<file path="src/rtl/tmux_arb.sv">
// Packet-aware N:1 arbiter/mux with a one-entry registered output stage.
// A granted channel keeps the output until its last beat has been accepted.
module tmux_arb #(
    parameter int unsigned WIDTH    = 8,
    parameter int unsigned CHANNELS = 4,
    parameter int unsigned RR       = 1,
    localparam int unsigned CW      = (CHANNELS > 1) ? $clog2(CHANNELS) : 1
) (
    input  logic                      clk,
    input  logic                      reset,
    input  logic [CHANNELS*WIDTH-1:0] in_data,
    input  logic [CHANNELS-1:0]       in_valid,
    input  logic [CHANNELS-1:0]       in_last,
    output logic [CHANNELS-1:0]       in_ready,
    output logic [WIDTH-1:0]          out_data,
    output logic                      out_valid,
    output logic                      out_last,
    output logic [CW-1:0]             out_chan,
    input  logic                      out_ready
);

    typedef enum logic {
        IDLE   = 1'b0,
        LOCKED = 1'b1
    } state_t;

    state_t            state;
    logic [CW-1:0]     grant;
    logic [CW-1:0]     ptr;

    logic              free_c;
    logic              any_c;
    logic [CW-1:0]     pick_c;
    logic [CW-1:0]     chan_c;
    logic [WIDTH-1:0]  data_c;
    logic              last_c;
    logic              load_c;
    logic [CW-1:0]     ptr_nxt_c;

    assign free_c = !out_valid || out_ready;

    // Pick the first valid channel, scanning upward from the pointer (or from 0 in fixed mode).
    always_comb begin : arb
        int unsigned base;
        int unsigned k;
        any_c  = 1'b0;
        pick_c = '0;
        base   = (RR != 0) ? 32'(ptr) : 32'd0;
        for (int unsigned i = 0; i < CHANNELS; i++) begin
            k = base + i;
            if (k >= CHANNELS) begin
                k = k - CHANNELS;
            end
            for (int unsigned j = 0; j < CHANNELS; j++) begin
                if (!any_c && (j == k) && in_valid[j]) begin
                    any_c  = 1'b1;
                    pick_c = CW'(j);
                end
            end
        end
    end

    assign chan_c = (state == LOCKED) ? grant : pick_c;

    // Source-channel mux plus the handshake; in_ready never looks at in_data.
    always_comb begin : mux
        data_c   = '0;
        last_c   = 1'b0;
        in_ready = '0;
        for (int unsigned j = 0; j < CHANNELS; j++) begin
            if (CW'(j) == chan_c) begin
                data_c = in_data[j*WIDTH +: WIDTH];
                last_c = in_last[j];
                if (!reset && free_c) begin
                    in_ready[j] = (state == LOCKED) || any_c;
                end
            end
        end
    end

    assign load_c = |(in_ready & in_valid);

    always_comb begin : ptr_next
        int unsigned n;
        n = 32'(chan_c) + 32'd1;
        if (n >= CHANNELS) begin
            n = 32'd0;
        end
        ptr_nxt_c = CW'(n);
    end

    always_ff @(posedge clk) begin
        if (reset) begin
            state     <= IDLE;
            grant     <= '0;
            ptr       <= '0;
            out_valid <= 1'b0;
            out_data  <= '0;
            out_last  <= 1'b0;
            out_chan  <= '0;
        end else begin
            if (load_c) begin
                out_valid <= 1'b1;
                out_data  <= data_c;
                out_last  <= last_c;
                out_chan  <= chan_c;
                if (last_c) begin
                    ptr <= ptr_nxt_c;
                end
                case (state)
                    IDLE: begin
                        grant <= chan_c;
                        if (!last_c) begin
                            state <= LOCKED;
                        end
                    end
                    LOCKED: begin
                        if (last_c) begin
                            state <= IDLE;
                        end
                    end
                    default: state <= IDLE;
                endcase
            end else if (out_ready) begin
                out_valid <= 1'b0;
            end
        end
    end

endmodule

</file>
<file path="config.mk">
export PLATFORM = sky130hd
export DESIGN_NAME = tmux_arb
export DESIGN_NICKNAME = d
export VERILOG_FILES = /design/src/rtl/tmux_arb.sv
export SDC_FILE = /design/constraint.sdc
export NUM_CORES = 1
export LEC_CHECK = 0
export BUFFER_PORTS_ARGS = -buffer_cell sky130_fd_sc_hd__buf_2
export CAP_MARGIN = 20
export CELL_PAD_IN_SITES_DETAIL_PLACEMENT = 1
export CELL_PAD_IN_SITES_GLOBAL_PLACEMENT = 1
export CORE_MARGIN = 2
export CORE_UTILIZATION = 32
export DETAILED_ROUTE_END_ITERATION = 10
export GPL_ROUTABILITY_DRIVEN = 0
export GPL_TIMING_DRIVEN = 0
export PLACE_DENSITY = 0.82
export REMOVE_ABC_BUFFERS = 1
export SKIP_LAST_GASP = 1
export SLEW_MARGIN = 20
export SYNTH_ARGS = -nofsm -noshare
export SYNTH_HDL_FRONTEND = slang
export SYNTH_SLANG_ARGS = --single-unit
</file>
<file path="constraint.sdc">
create_clock -name clk -period 3.06 [get_ports clk]
set_input_delay 0.306 -clock clk [delete_from_list [all_inputs] [get_ports clk]]
set_output_delay 0.306 -clock clk [all_outputs]
set_load 0.01 [all_outputs]
</file>
==> results of run 1 <==
power groups by stage:
| stage | sequential [W] | combinational (W) | clock (W) |
|---|---|---|---|
| after CTS | 0.000350 | 0.000842 | 0.000175 |
| final | 0.000349 | 0.000841 | 0.000169 |
| after detailed placement | 0.000353 | 0.000832 | 0 |
| after global placement | 0.000349 | 0.000816 | 0 |
| after floorplan | 0.000367 | 0.000575 | 0 |
| after global routing | 0.000358 | 0.000933 | 0.000187 |
tightest hold or removal path, stage by stage:
cell     delay (ns)
buf_2          0.08
nor2b_1        0.08
a21oi_1        0.12
nor2_1         0.04
repair_timing:
| item | in CTS | in global routing |
|---|---|---|
| resized for setup | 3 | 2 |
| hold endpoints to repair | 0 | 0 |
| endpoints found under the setup margin | 13 | 11 |
flip-flops by register name (all words and copies together), names as in the netlist:
signal     count
out_data       8
out_last       1
out_chan       2
state          1
out_valid      1
grant          2
ptr            2
metal layers:
layer / up-vias / wire length [um]
li1: 611 / -
met1: 587 / 1570
met2: 50 / 1680
met3: 4 / 248
met4: 0 / 30
met5: - / 0
layout make-up:
cell class                 instances  share of cell area, %
multi-input combinational         98                   49.3
timing repair buffer              58                   18.8
sequential                        17                   22.1
inverter                          12                   2.92
clock buffer                       3                   2.68
clock inverter                     1                  0.324
tap                               48                   3.89
logic make-up after synthesis:
group	after synthesis	synth area share [%]
adder cells (fa/ha/maj)	4	4.18
AO/OA/AOI/OAI	62	41.1
flip-flops	17	28.4
multiplexers	3	2.51
AND/OR/NAND/NOR	29	13.8
buffers and inverters	24	10.0
placed cells by master, fill, tap and decap left out, types with 2 or more instances in the layout:
cell type and n:
a211oi_2 4, dfxtp_1 17, nand2b_1 3, and2_1 6, o21bai_1 2, nand2_1 3, nor2b_1 7, inv_1 12
a221o_1 8, clkbuf_8 3, ha_1 2, a22oi_1 10, o211ai_1 2, a21oi_2 5, nor3_1 2, mux2i_1 3
nor2_1 3, a211oi_1 6, a21oi_1 17, ha_2 2, buf_2 58
how the worst min path moves through the flow:
stage,startpoint,cells after the start,slack [ns],endpoint
after floorplan,reset,1,0.37,out_chan[0]$_SDFFE_PP0P_
after global placement,grant[1]$_SDFFE_PP0P_,2,0.47,grant[1]$_SDFFE_PP0P_
after detailed placement,grant[0]$_SDFFE_PP0P_,2,0.49,grant[0]$_SDFFE_PP0P_
after CTS,out_ready,4,0.42,out_valid$_SDFFE_PP0P_
after global routing,out_ready,4,0.42,out_valid$_SDFFE_PP0P_
final,out_ready,4,0.41,out_valid$_SDFFE_PP0P_
metrics by stage:
step	hold WS [ns]	setup TNS (ns)	cell area [sq um]
floorplan	0.371	0	1120
global placement	0.467	-4.04	1470
detailed placement	0.492	-4.81	1480
CTS	0.418	0	1540
global route	0.421	0	1540
finish	0.415	0	1540
==> metrics, run 1 <==
transition time of the tightest slew-check pin=roughly 0.9 ns; #FFs+latches synth=17; met2 usage=slightly below 30%; cell row count=22; Critical Path End=ptr[0]$_SDFFE_PP0P_; Total Wirelength=3520 um; number of nets in the layout=237; FMAX=between 300 and 400 MHz; later-pin clock latency in the skew report=0.25 ns; CP delay by family, top=compound AO/OA/AOI/OAI gates; Mean Syn Cell Area=approximately 8.6 sq um; Crit path arrival time=2.96 ns; Sw Pwr=0.000609 W; unrepaired setup endpoints after global routing=false; Initial DRT Pass Iterations=4; Via density=~5.3; fillers=roughly 500; Reg2Reg Launch Point=ptr[1]$_SDFFE_PP0P_; core footprint=~0.0036 sq mm; CTS max path bufs=2; Fin Clk Skew=around 0.0039 ns; fin. max-slew vios=0; combinational share of power=around 62%; GRT busiest layer=met2; Peak VDD IR=slightly below 0.3 mV; Non-Filler Instances=237; largest net degree at the start of global routing=22; Pwr per Cell Area=around 880 mW/mm^2; Seq pwr share=around a quarter; cell leakage power=between 0.7 and 0.8 nW; CP Capture Type=flip-flop; vias in the first global route=roughly 1300; die area=0.00425 sq mm; post-CTS setup buffers=0; Reg2Reg Depth=9; EDFF count, synth=0; IO Pins=a little under 60; slowest CP cell=dfxtp_1; # port buffers=58; clock sinks=17; Worst EP required=3.21 ns; P&R area growth vs syn=28.7%; switch share=between 40% and 50%; remaining antenna violation count=0; hpwl dp=~2700 um; Via Count=around 1300; Design Power=0.00136 W; most used flip-flop cell after synthesis=dfxtp_1; Max Cap Viol=0; DP Worst Slack=-0.444 ns; worst setup margin=0.246 ns; Syn. warnings=0; grt total ovfl=0; endpoints failing setup=0; Setup Crit Path Kind=flip-flop to flip-flop; Critical Path Fanout Max=20; DRT iter0 DRCs=a little over 60; Die W=65.2 um; GRT met1 Usage=21.3%; antenna cells=0; Final min period=between 2 and 3 ns; FF+latch area=340 sq um; top cell type's share of synthesized area=28.4%; Stages on worst setup path=9; Reg clk slew, reported paths=around 0.07 ns; Inst Count DP=about 230; clock power share=12.5%; first-pass GRT wire length=5710 um; Worst R2R End=ptr[0]$_SDFFE_PP0P_; status=finished clean; CTS Buf Count=3; Worst Hold Class=primary input to flip-flop; Pint=about 0.00075 W; period utilization=just over 90%; routed len/inst=between 10 and 15 um; CTS tree=yes; grt met3 use=3.42%; number of H-tree levels=1; DR DRC count=0; Async SR Flop Fraction=0%; number of buffers and inverters on the critical path=1; post-synthesis sequential area ratio=28.4%; Worst setup SP type=flip-flop; area leader, netlist=dfxtp_1; effective utilization at floorplan=roughly 33%; post-route core utilization=a little over two fifths; Clock Tree Root=clkbuf_8; gr usage total=approximately 17%; worst setup path startpoint=ptr[1]$_SDFFE_PP0P_; reg-to-reg slack, setup=~0.25 ns; Multi-input gate area=761 sq um; top post-synthesis cells by area=dfxtp_1 28%, a21oi_1 7.1%, a221o_1 6.7%, a22oi_1 6.3%, a211oi_2 5.2%; critical-path cell list=nand2_1, a211o_1, a31oi_2, inv_1, ha_2, a22oi_1, nand2_2, and2_2, a32o_1; # hold bufs at CTS=0; layout cell share with drive strength beyond 1=42.3%; Yosys cell types=34; Die Y=~65 um; final hold vios=0; initial antenna violation count=0; Syn Inst Count=~140; worst rel slew slack=40.1%; commonest cells in the netlist=17 x a21oi_1, 17 x dfxtp_1, 12 x inv_1; Cell Area, Synth=~0.0012 sq mm; Worst path max stage delay=around 0.40 ns
Power figures use the tool's default switching activity.
==> run 2, diff against run 1 <==
--- a/config.mk
+++ b/config.mk
@@ -16,6 +16,7 @@
 export GPL_TIMING_DRIVEN = 0
 export PLACE_DENSITY = 0.82
 export REMOVE_ABC_BUFFERS = 1
+export SETUP_SLACK_MARGIN = 0.3
 export SKIP_LAST_GASP = 1
 export SLEW_MARGIN = 20
 export SYNTH_ARGS = -nofsm -noshare
==> metrics, run 2 (synthesized netlist as in run 1, its figures left out) <==
status=finished clean; antenna cells=0 (unchanged); Pwr per Cell Area=899 mW/mm^2 (+2.1%); largest net degree at the start of global routing=22 (unchanged); vias in the first global route=1262 (+0.88%); DR DRC count=0 (unchanged); Die Y=65.2 um (unchanged); Area after DPL=0.00148 sq mm (unchanged); hpwl dp=2690 um (unchanged); Min Hold Slack=0.406 ns (-0.00870 ns); most common cell after layout, fill and taps aside=buf_2; number of nets in the layout=239 (+0.84%); IO Pins=59 (unchanged); transition time of the tightest slew-check pin=0.933 ns (+0.0375 ns); Reg2Reg Launch Point=ptr[0]$_SDFFE_PP0P_; Clock Tree Root=clkbuf_8; CTS Buf Count=3 (unchanged); Reg2Reg Depth=9 (unchanged); layout cell share with drive strength beyond 1=44.5% (+2.2 points); Setup Crit Path Kind=flip-flop to flip-flop; Worst EP required=3.22 ns (about the same); Worst Hold End=out_valid$_SDFFE_PP0P_; Via density=5.28 (about the same); worst setup margin=0.407 ns (+0.160 ns); Initial DRT Pass Iterations=2 (-2); # port buffers=58 (unchanged); Fin Clk Skew=0.00701 ns (+0.00309 ns); effective utilization at floorplan=33.0% (unchanged); Max Cap Viol=0 (unchanged); P&R area growth vs syn=33.0%; max reg flops=8 (unchanged); Crit path arrival time=2.81 ns (-0.15 ns); unrepaired setup endpoints after global routing=false; largest register by flop count=out_data; Final min period=2.65 ns (-0.160 ns); commonest non-fill, non-tap cells in the layout=58 x buf_2, 17 x a21oi_1, 17 x dfxtp_1; Die W=65.2 um (unchanged); CTS max path bufs=2 (unchanged); die area=0.00425 sq mm (unchanged); CTS tree=yes; reg-to-reg slack, setup=0.41 ns (+0.16 ns); routed len/inst=15.4 um (+3.4%); Peak VDD IR=0.358 mV (+22%); Via Count=1262 (+0.80%); fin area=0.00159 sq mm (+3.3%); endpoints failing setup=0 (unchanged); Non-Filler Instances=239 (+0.84%); Design Power=0.00143 W (+5.5%); DP Worst Slack=-0.444 ns (unchanged); cell leakage power=0.730 nW (+2.0%); FMAX=377 MHz (+6.0%); Total Wirelength=3680 um (+4.3%); period utilization=86.7% (-5.2 points); Worst setup SP type=flip-flop; Worst path max stage delay=0.44 ns (+0.04 ns); fillers=481 (-1.8%); worst rel slew slack=37.6% (-2.5 points); initial antenna violation count=0 (unchanged); hold_sp=out_ready; first-pass GRT wire length=5770 um (+0.96%); CP delay by family, top=compound AO/OA/AOI/OAI gates; number of H-tree levels=1 (unchanged); slowest CP cell=a32oi_2; Worst Hold Class=primary input to flip-flop; DRT iter0 DRCs=25 (-59%); Inst Count DP=233 (unchanged); Critical Path Fanout Max=13 (-35%); remaining antenna violation count=0 (unchanged); fin. max-slew vios=0 (unchanged); final hold vios=0 (unchanged); Worst R2R End=state$_SDFFE_PP0P_; critical-path cell list=nor2b_1, o21ai_0, a32oi_2, inv_1, ha_2, nand3b_1, a221oi_2, and4b_1, o21ba_2; number of buffers and inverters on the critical path=1 (unchanged); later-pin clock latency in the skew report=0.26 ns (about the same); Reg clk slew, reported paths=0.07 ns (about the same); Hold Path Depth=4 (unchanged); gr usage total=17.2% (+0.18 points); cell row count=22 (unchanged); core footprint=0.00363 sq mm (unchanged); CP Capture Type=flip-flop; clock sinks=17 (unchanged); grt total ovfl=0 (unchanged)
## run 2: cell count changes in the layout (fill, tap and decap cells not counted), sizes merged
cell / delta
buf: +2
## run 2: metrics by stage
step | utilization, % | TNS [ns]
floorplan | - | 0
global placement | 40.6 | -4.04
detailed placement | 40.8 | -4.81
CTS | 42.7 | 0
global route | 43.9 | 0
finish | 43.9 | 0
## run 2: worst max-delay path by stage
stage	from	end	slack (ns)	cells after the start
detailed placement	in_valid[2]	ptr[0]$_SDFFE_PP0P_	-0.44	10
global placement	in_valid[2]	ptr[0]$_SDFFE_PP0P_	-0.41	10
global route	ptr[0]$_SDFFE_PP0P_	ptr[0]$_SDFFE_PP0P_	0.23	9
CTS	ptr[0]$_SDFFE_PP0P_	ptr[0]$_SDFFE_PP0P_	0.34	9
floorplan	in_valid[2]	ptr[0]$_SDFFE_PP0P_	0.26	9
finish	ptr[0]$_SDFFE_PP0P_	state$_SDFFE_PP0P_	0.41	9
## run 2: report_power, final
group | internal [W] | switching [W] | total (W) | leakage, nW
logic | 0.000404 | 0.000508 | 0.000912 | 0.565
registers | 0.000297 | 0.0000520 | 0.000349 | 0.139
clock network | 0.0000906 | 0.0000821 | 0.000173 | 0.0255
## run 2: cell type report
| class | count | area [sq um] | share of cell area [%] |
|---|---|---|---|
| clock buffers | 3 | 41.3 | 2.59 |
| clock inverters | 1 | 5.00 | 0.314 |
| flip-flops and latches | 17 | 340 | 21.4 |
| well taps | 48 | 60.1 | 3.77 |
| multi-input cells | 98 | 797 | 50.0 |
| repair buffers | 60 | 305 | 19.2 |
| inverters | 12 | 45.0 | 2.83 |
## run 2: worst register-to-register path, cell delays in order, from the launching register on
cell and delay, ns:
dfxtp_1 0.33, nor2b_1 0.14, o21ai_0 0.16, a32oi_2 0.44
inv_1 0.18, ha_2 0.31, nand3b_1 0.20, a221oi_2 0.31
and4b_1 0.26, o21ba_2 0.22
## run 2: timing repair
action                                  CTS  global route
pin swaps                                 0             1
gates resized for setup                   7             5
endpoints found under the setup margin   17            13
hold buffers                              0             0
setup buffers                             0             2
## run 2: routing by layer
layer	vias to the layer above	global-route usage (%)	share of wire, %
li1	617	-	-
met2	51	30.0	48
met1	590	21.6	44
met3	4	3.42	7.1
met4	0	4.69	1.0
met5	-	0	0
==> run 3, diff against run 2 <==
--- a/config.mk
+++ b/config.mk
@@ -10,11 +10,12 @@
 export CELL_PAD_IN_SITES_DETAIL_PLACEMENT = 1
 export CELL_PAD_IN_SITES_GLOBAL_PLACEMENT = 1
 export CORE_MARGIN = 2
-export CORE_UTILIZATION = 32
+export CORE_UTILIZATION = 33
+export CTS_BUF_LIST = sky130_fd_sc_hd__clkbuf_4 sky130_fd_sc_hd__clkbuf_8
 export DETAILED_ROUTE_END_ITERATION = 10
 export GPL_ROUTABILITY_DRIVEN = 0
 export GPL_TIMING_DRIVEN = 0
-export PLACE_DENSITY = 0.82
+export PLACE_DENSITY = 0.84
 export REMOVE_ABC_BUFFERS = 1
 export SETUP_SLACK_MARGIN = 0.3
 export SKIP_LAST_GASP = 1
==> metrics, run 3 (synthesized netlist as in run 1, its figures left out) <==
CTS tree=yes; cell leakage power=0.729 nW (-0.16%); Critical Path Fanout Max=13 (unchanged); later-pin clock latency in the skew report=0.31 ns (+0.05 ns); CTS Buf Count=3 (unchanged); fin area=0.00159 sq mm (unchanged); CTS max path bufs=2 (unchanged); largest net degree at the start of global routing=22 (unchanged); Setup Crit Path Kind=flip-flop to flip-flop; Total Wirelength=3610 um (-1.7%); most common cell after layout, fill and taps aside=buf_2; effective utilization at floorplan=35.1% (+2.1 points); FMAX=390 MHz (+3.4%); IO Pins=59 (unchanged); DP Worst Slack=-0.557 ns (-0.113 ns); vias in the first global route=1314 (+4.1%); hpwl dp=2780 um (+3.6%); Peak VDD IR=0.262 mV (-27%); Non-Filler Instances=238 (-0.42%); Via Count=1266 (+0.32%); Max Cap Viol=0 (unchanged); Area after DPL=0.00148 sq mm (-0.17%); Reg clk slew, reported paths=0.10 ns (+0.03 ns); Worst setup SP type=flip-flop; fin. max-slew vios=0 (unchanged); largest register by flop count=out_data; core footprint=0.00342 sq mm (-6.0%); Fin Clk Skew=0.000730 ns (-0.00628 ns); post-route core utilization=46.7% (+2.8 points); # port buffers=58 (unchanged); number of H-tree levels=1 (unchanged); Worst EP required=3.27 ns (+0.05 ns); Pwr per Cell Area=887 mW/mm^2 (-1.4%); Die W=64.3 um (-1.4%); routed len/inst=15.2 um (-1.2%); worst setup margin=0.494 ns (+0.0870 ns); first-pass GRT wire length=6020 um (+4.3%); Die Y=64.3 um (-1.4%); final hold vios=0 (unchanged); Crit path arrival time=2.78 ns (-0.03 ns); cell row count=21 (-4.5%); number of nets in the layout=240 (+0.42%); Initial DRT Pass Iterations=4 (+2); status=finished clean; Inst Count DP=231 (-0.86%); DR DRC count=0 (unchanged); remaining antenna violation count=0 (unchanged); Via density=5.32 (+0.74%); Final min period=2.57 ns (-0.0870 ns); P&R area growth vs syn=33.0% (unchanged); unrepaired setup endpoints after global routing=false; # hold bufs at CTS=0 (unchanged); worst rel slew slack=41.5% (+3.9 points); period utilization=83.9% (-2.8 points); gr usage total=18.5% (+1.2 points); CP Capture Type=flip-flop; die area=0.00413 sq mm (-2.8%); antenna cells=0 (unchanged); transition time of the tightest slew-check pin=0.875 ns (-0.0581 ns); initial antenna violation count=0 (unchanged); commonest non-fill, non-tap cells in the layout=58 x buf_2, 17 x a21oi_1, 17 x dfxtp_1; Worst Hold Class=primary input to flip-flop; endpoints failing setup=0 (unchanged); clock sinks=17 (unchanged); DRT iter0 DRCs=54 (+120%); Clock Tree Root=clkbuf_4; grt total ovfl=0 (unchanged); layout cell share with drive strength beyond 1=45.3% (+0.81 points); max reg flops=8 (unchanged)
## run 3: changes by cell type in the layout (fill, tap and decap cells not counted), sizes merged
cell,change
buf,+1
## run 3: area by class of cell
| cell class | count | area (sq um) |
|---|---|---|
| sequential | 17 | 340 |
| multi-input combinational | 98 | 811 |
| clock inverter | 1 | 5.00 |
| inverter | 12 | 45.0 |
| fill | 439 | 1820 |
| clock buffer | 3 | 22.5 |
| tap | 46 | 57.6 |
| timing repair buffer | 61 | 313 |
## run 3: layer usage
metal | track usage (%) | wire [um] | vias to the layer above
li1 | - | - | 622
met5 | 0 | 0 | -
met2 | 34.9 | 1870 | 53
met3 | 3.87 | 261 | 5
met1 | 19.9 | 1430 | 586
met4 | 6.91 | 49 | 0
## run 3: through the flow
stage	setup TNS, ns	total power (W)	hold WS (ns)
after detailed placement	-6.34	0.00120	0.470
after floorplan	0	0.000942	0.371
after CTS	0	0.00137	0.348
after global routing	0	0.00154	0.390
final	0	0.00141	0.344
after global placement	-3.08	0.00114	0.463
## run 3: final timing paths
kind | from | endpoint | slack (ns) | cells past startpoint
worst min register to register | grant[1]$_SDFFE_PP0P_ | grant[1]$_SDFFE_PP0P_ | 0.49 | 2
worst min-delay path | out_ready | out_valid$_SDFFE_PP0P_ | 0.34 | 4
worst max-delay path | ptr[0]$_SDFFE_PP0P_ | state$_SDFFE_PP0P_ | 0.49 | 9
worst max register to register | ptr[0]$_SDFFE_PP0P_ | state$_SDFFE_PP0P_ | 0.49 | 9
## run 3: power by group
part | internal, W | total, W | switching (W) | leakage [nW]
clock network | 0.0000490 | 0.000126 | 0.0000775 | 0.0177
logic | 0.000419 | 0.000940 | 0.000522 | 0.571
registers | 0.000296 | 0.000346 | 0.0000499 | 0.139
## run 3: critical path, stage by stage, from the launching register on
cell and delay, ns:
dfxtp_1 0.34, nor2b_1 0.17, o21ai_0 0.17, a32oi_2 0.35, inv_1 0.15, ha_2 0.30, nand3b_1 0.22, a221oi_2 0.32
and4b_1 0.25, o21ba_2 0.20
## run 3: what timing repair did
| item | 4_1_cts | 5_1_grt |
|---|---|---|
| pin swaps | 0 | 1 |
| setup endpoints to repair | 19 | 12 |
| buffers inserted | 0 | 3 |
| resized for setup | 9 | 5 |
